`src/rtl/iob_bus_merge.sv`:
```
// Two-master to one-slave native-bus merger with a registered outgoing request.
// Define IOB_BUS_MERGE_RR_EN for round-robin arbitration; the default is fixed priority (m1 wins).
module iob_bus_merge #(
  parameter int ADDR_W = 32,
  parameter int DATA_W = 32,
  localparam int REQ_W  = 1 + ADDR_W + DATA_W + DATA_W / 8,
  localparam int RESP_W = DATA_W + 1
) (
  input  logic              clk,
  input  logic              rst,
  input  logic [REQ_W-1:0]  m0_req,
  output logic [RESP_W-1:0] m0_resp,
  input  logic [REQ_W-1:0]  m1_req,
  output logic [RESP_W-1:0] m1_resp,
  output logic [REQ_W-1:0]  s_req,
  input  logic [RESP_W-1:0] s_resp
);

  typedef enum logic {IDLE, BUSY} state_t;

  state_t             state_q, state_d;
  logic [REQ_W-1:0]   s_req_q, s_req_d;
  logic               grant_q, grant_d;
  logic               m0_v, m1_v, sel;
  logic               s_ready, busy;

  assign m0_v    = m0_req[REQ_W-1];
  assign m1_v    = m1_req[REQ_W-1];
  assign s_ready = s_resp[0];
  assign busy    = (state_q == BUSY);

`ifdef IOB_BUS_MERGE_RR_EN
  logic last_grant_q, last_grant_d;

  // On contention the master that was not served last wins.
  always_comb begin
    sel = m1_v;
    if (m0_v && m1_v) sel = ~last_grant_q;
  end
`else
  always_comb begin
    sel = m1_v;
  end
`endif

  always_comb begin
    state_d = state_q;
    s_req_d = s_req_q;
    grant_d = grant_q;
`ifdef IOB_BUS_MERGE_RR_EN
    last_grant_d = last_grant_q;
`endif
    case (state_q)
      IDLE: begin
        if (m0_v || m1_v) begin
          state_d = BUSY;
          grant_d = sel;
          s_req_d = {1'b1, sel ? m1_req[REQ_W-2:0] : m0_req[REQ_W-2:0]};
        end
      end
      BUSY: begin
        // Master valids are ignored here; the committed request runs to completion.
        if (s_ready) begin
          state_d            = IDLE;
          s_req_d[REQ_W-1]   = 1'b0;
`ifdef IOB_BUS_MERGE_RR_EN
          last_grant_d       = grant_q;
`endif
        end
      end
      default: state_d = IDLE;
    endcase
  end

  always_ff @(posedge clk or posedge rst) begin
    if (rst) begin
      state_q <= IDLE;
      s_req_q <= '0;
      grant_q <= 1'b0;
`ifdef IOB_BUS_MERGE_RR_EN
      last_grant_q <= 1'b1;
`endif
    end else begin
      state_q <= state_d;
      s_req_q <= s_req_d;
      grant_q <= grant_d;
`ifdef IOB_BUS_MERGE_RR_EN
      last_grant_q <= last_grant_d;
`endif
    end
  end

  assign s_req   = s_req_q;
  assign m0_resp = {s_resp[RESP_W-1:1], s_ready & busy & ~grant_q};
  assign m1_resp = {s_resp[RESP_W-1:1], s_ready & busy &  grant_q};

endmodule

```
`config.mk`:
```
export PLATFORM = sky130hd
export DESIGN_NAME = iob_bus_merge
export DESIGN_NICKNAME = d
export VERILOG_FILES = /design/src/rtl/iob_bus_merge.sv
export SDC_FILE = /design/constraint.sdc
export NUM_CORES = 1
export LEC_CHECK = 0
export ABC_CLOCK_PERIOD_IN_PS = 5000
export CAP_MARGIN = 20
export CORE_AREA = 2 2 118 120
export DETAILED_ROUTE_END_ITERATION = 12
export DIE_AREA = 0 0 120 122
export GPL_ROUTABILITY_DRIVEN = 1
export HOLD_SLACK_MARGIN = 0.02
export PLACE_DENSITY = 0.83
export SYNTH_ARGS = -nofsm -noshare
export SYNTH_HDL_FRONTEND = slang
export SYNTH_SLANG_ARGS = --single-unit
```
`constraint.sdc`:
```
create_clock -name clk -period 5 [get_ports clk]
set_input_delay 0.75 -clock clk [delete_from_list [all_inputs] [get_ports clk]]
set_output_delay 0.75 -clock clk [all_outputs]
set_load 0.05 [all_outputs]
```
; After elaboration in Yosys (flattened, before gate mapping)
; Index checks and enable logic that the tools add are counted.
[classes]
bitwise = 5
mul = 0
shift = 0
eq_ne = 2
n_lt_le_gt_ge = 0
n_reduce_logical = 3
div_mod_pow = 0
n_addsub = 0
n_mux = 7
[ops]
columns = operator, count
row1 = $mux W69, 1
row2 = $mux W68, 1
row3 = $ne A2 B2 Y1 const B, 2
row4 = $pmux W1 S2, 2
row5 = $reduce_and A2 Y1, 2
row6 = $and A1 B1 Y1, 3
row7 = $mux W1, 3
row8 = $not A1 Y1, 2
row9 = $logic_or A1 B1 Y1, 1
[totals]
wordCells = 21
ff_bits = 71
latch_bits = 0
output_inout_bits = 135
memories = 0
in_bits = 173
mem_bits_ro = 0
ramBits = 0

; Longest topological paths before layout
[depth]
word_depth = 3
ltp_mapped = 7
depth_no_buf = 3

; Worst setup path after synthesis
; OpenSTA, ideal clock, no wires.
[synth_timing]
path_kind = input to output
from = input port s_resp[0]
to = output port m0_resp[0]
arrival_ns = 1.456
path_slack_ns = 2.794
stages = 2
required_time_ns = 4.250
n_path_buf = 0
cell_sequence = nand2_1 -> nor2_1
[synth_between]
elab_chain_cells = 2
[synth_rtl]
columns = item, line
row1 = from (decl), 16  ; input logic [RESP_W-1:0] s_resp
row2 = $and A1 B1 Y1 (2 in series), 94  ; assign m0_resp = {s_resp[RESP_W-1:1], s_ready & busy & ~grant_q};
row3 = to (decl), 12  ; output logic [RESP_W-1:0] m0_resp,
; Every way passes these cells.

; Worst setup path after layout
; Same ends and word-level chain as after synthesis.

==> results.cfg <==
[status]
status = finished clean

[synthesis]
synth.most_common_cell = dfrtp_1
ys_ff_latch = 71
yosys.area.top_type = dfrtp_1
synth_top_area_share_pct = 43.81
synth_common_cells = dfrtp_1, nor2_1, buf_4
synth_cells = 430
synthTopCellsByArea = dfrtp_1, buf_4, o32ai_1
synth_flop_cell = dfrtp_1
synth_edf_count = 0
synth_seq_area_share_pct = 43.81
yosysWarnings = 0
synth_area_um2 = 4055
synth.distinct_cells = 20
synthesis.nets = 603
synthArstFlopShare_pct = 100.0
syn_avg_cell_area_um2 = 9.431

[sta]
maxSlewViolCount = 0
setup_viol = 0
fmax_ghz = 0.3393
period_minus_slack_ns = 2.947
setup_tns_ns = 0
rsz0062_at_grt = false
hold_violations = 0
tightest_slew_ns = 0.9539
min_period_over_period_pct = 58.95
clock_skew_ns = 0.005401
relSlewSlack_pct = 36.34

[critical_path]
critPathLaunch = s_resp[0]
crit_fanout = 3
path_class = in2out
arrival_ns = 2.20
cp_slowest_cell = clkdlybuf4s50_1
critPathMostFrequentCell = clkdlybuf4s50_1
crit_path_end_kind = primary output
regToRegStartpoint = busy
cpPeakStageDelay_ns = 0.80
crit_chain = clkdlybuf4s50_1, nand2_1, nor2_1, clkdlybuf4s50_1
crit_required_ns = 4.25
cp-start-kind = input pin

[power_and_ir_drop]
p_seq_share_pct = 31.4
combinationalPowerShare_pct = 44.5
finalPower_mw = 2.582
p_sw_mw = 1.046
power.leakage_nw = 2.214
clkPwrFrac_pct = 24.1
ir_worst_vdd_v = 0.0002245
cellPowerDensity_nw_per_um2 = 428.0
internal-power_mw = 1.536
p_sw_share_pct = 40.51

[clock_network]
cts_root_buf = clkbuf_16
numCtsBuffers = 9
cts_sinks = 71
tritoncts = built
cts_setup_buffers = 0
cts_max_level = 3
cts.clk_slew.worst_paths_ns = 0.05
holdBufCountCts = 0
clk_latency_ns = 0.32
cts.repair.resized = 0
clockBufferDepth = 2

[global_routing]
first_global_vias = 3798
grt_first_pass_wirelength_um = 18910
grt_max_degree = 55
met1_usage_pct = 18.00
busiest_layer = met2
met3_usage_pct = 4.775
overflow = 0
use_met2_pct = 28.16
antenna_found_initial = 0
track_usage_pct = 16.31

[min_path]
hold_class = reg2reg
min-delay-start = grant_q

[placed_design]
hpwl_um = 8888
gp_congestion = 0.7494
port_buffers = 211

[run]
drv_cap = 0

[cells_and_area]
drive_gt1_share_pct = 7.857
area_delta_synth_final_pct = 48.75
n_antenna_cell = 0
nets = 728

[drt]
routed_wirelength_um = 12190
antenna_left = 0
first_pass_iters = 5
wl_per_cell_um = 16.47
drt_iter0_drc = 156
vias_per_cell = 5.099
drc_errors = 0
vias = 3773

[floorplanning]
fp-row-count = 43
io_pins = 308
dieArea_um2 = 14640
core_um2 = 13500
chipHeight_um = 122
die_w_um = 120
start_util_pct = 30.03
[layout by cell type, fill, tap and decap left out, drive strengths merged]
cell / instances
a21oi: 1
and3: 1
buf: 8
bufinv: 1
clkbuf: 12
clkdlybuf4s50: 210
clkinv: 3
dfrtp: 71
inv: 2
nand2: 3
nand2b: 3
nor2: 70
nor3: 72
nor3b: 36
o21a: 1
o21ba: 1
o22ai: 32
o32ai: 32
or2: 1
[per-layer routing]
layer	part of all wire [%]	vias to the layer above
met2	50	226
met5	0	-
met1	38	1803
li1	-	1719
met4	2.9	0
met3	9.3	25
[cell type report]
cell class / count / area, um2
Clock buffer: 12 / 246.5
Clock inverter: 4 / 45.04
Fill cell: 1245 / 7472
Inverter: 2 / 7.507
Multi-Input combinational cell: 253 / 1541
Sequential cell: 71 / 1777
Tap cell: 180 / 225.2
Timing Repair Buffer: 218 / 2190
[worst max-delay path, delay by kind of cell]
kind                   cells  cell delay (ns)
buffers and inverters      2             1.28
and+or+nand+nor            2             0.17
[worst paths after layout]
check	end	slack, ns	depth (start not counted)
setup / recovery	m0_resp[0]	2.05	4
hold / removal	grant_q	0.54	2
setup reg to reg	s_req[0]	2.50	5
hold reg to reg	grant_q	0.54	2
max in group asynchronous	s_req[68]	3.15	3
min in group asynchronous	s_req[22]	0.85	2
[kinds of logic after synthesis]
logic type | Yosys count | share of synthesized area, %
and+or+nand+nor | 186 | 25.55
buffers and inverters | 106 | 18.24
AOI/OAI and AO/OA | 67 | 12.40
DFF | 71 | 43.81
[metrics by stage]
| stage | utilization (%) | instance area, um2 | setup slack, ns | hold WS (ns) | cells |
|---|---|---|---|---|---|
| after global routing | 44.67 | 6032 | 1.990 | 0.5738 | 740 |
| after CTS | 44.46 | 6005 | 2.053 | 0.5413 | 739 |
| after floorplan | - | 4055 | 2.453 | 0.4623 | 430 |
| after detailed placement | 42.31 | 5713 | 2.066 | 0.5181 | 723 |
| final | 44.67 | 6032 | 2.053 | 0.5367 | 740 |
| after global placement | 42.19 | 5698 | 2.052 | 0.5046 | 722 |
[registers in the layout (all words and copies together) (netlist names)]
register and flops:
s_req 69, busy 1, grant_q 1
[power groups by stage]
stage / clock (mW) / combinational, mW / sequential (mW)
3_5_place_dp: 0 / 1.15 / 0.814
4_1_cts: 0.647 / 1.15 / 0.809
2_1_floorplan: 0 / 0.392 / 1.26
3_3_place_gp: 0 / 1.13 / 0.808
5_1_grt: 0.672 / 1.20 / 0.828
6_report: 0.623 / 1.15 / 0.811
Power figures use the tool's default switching activity.
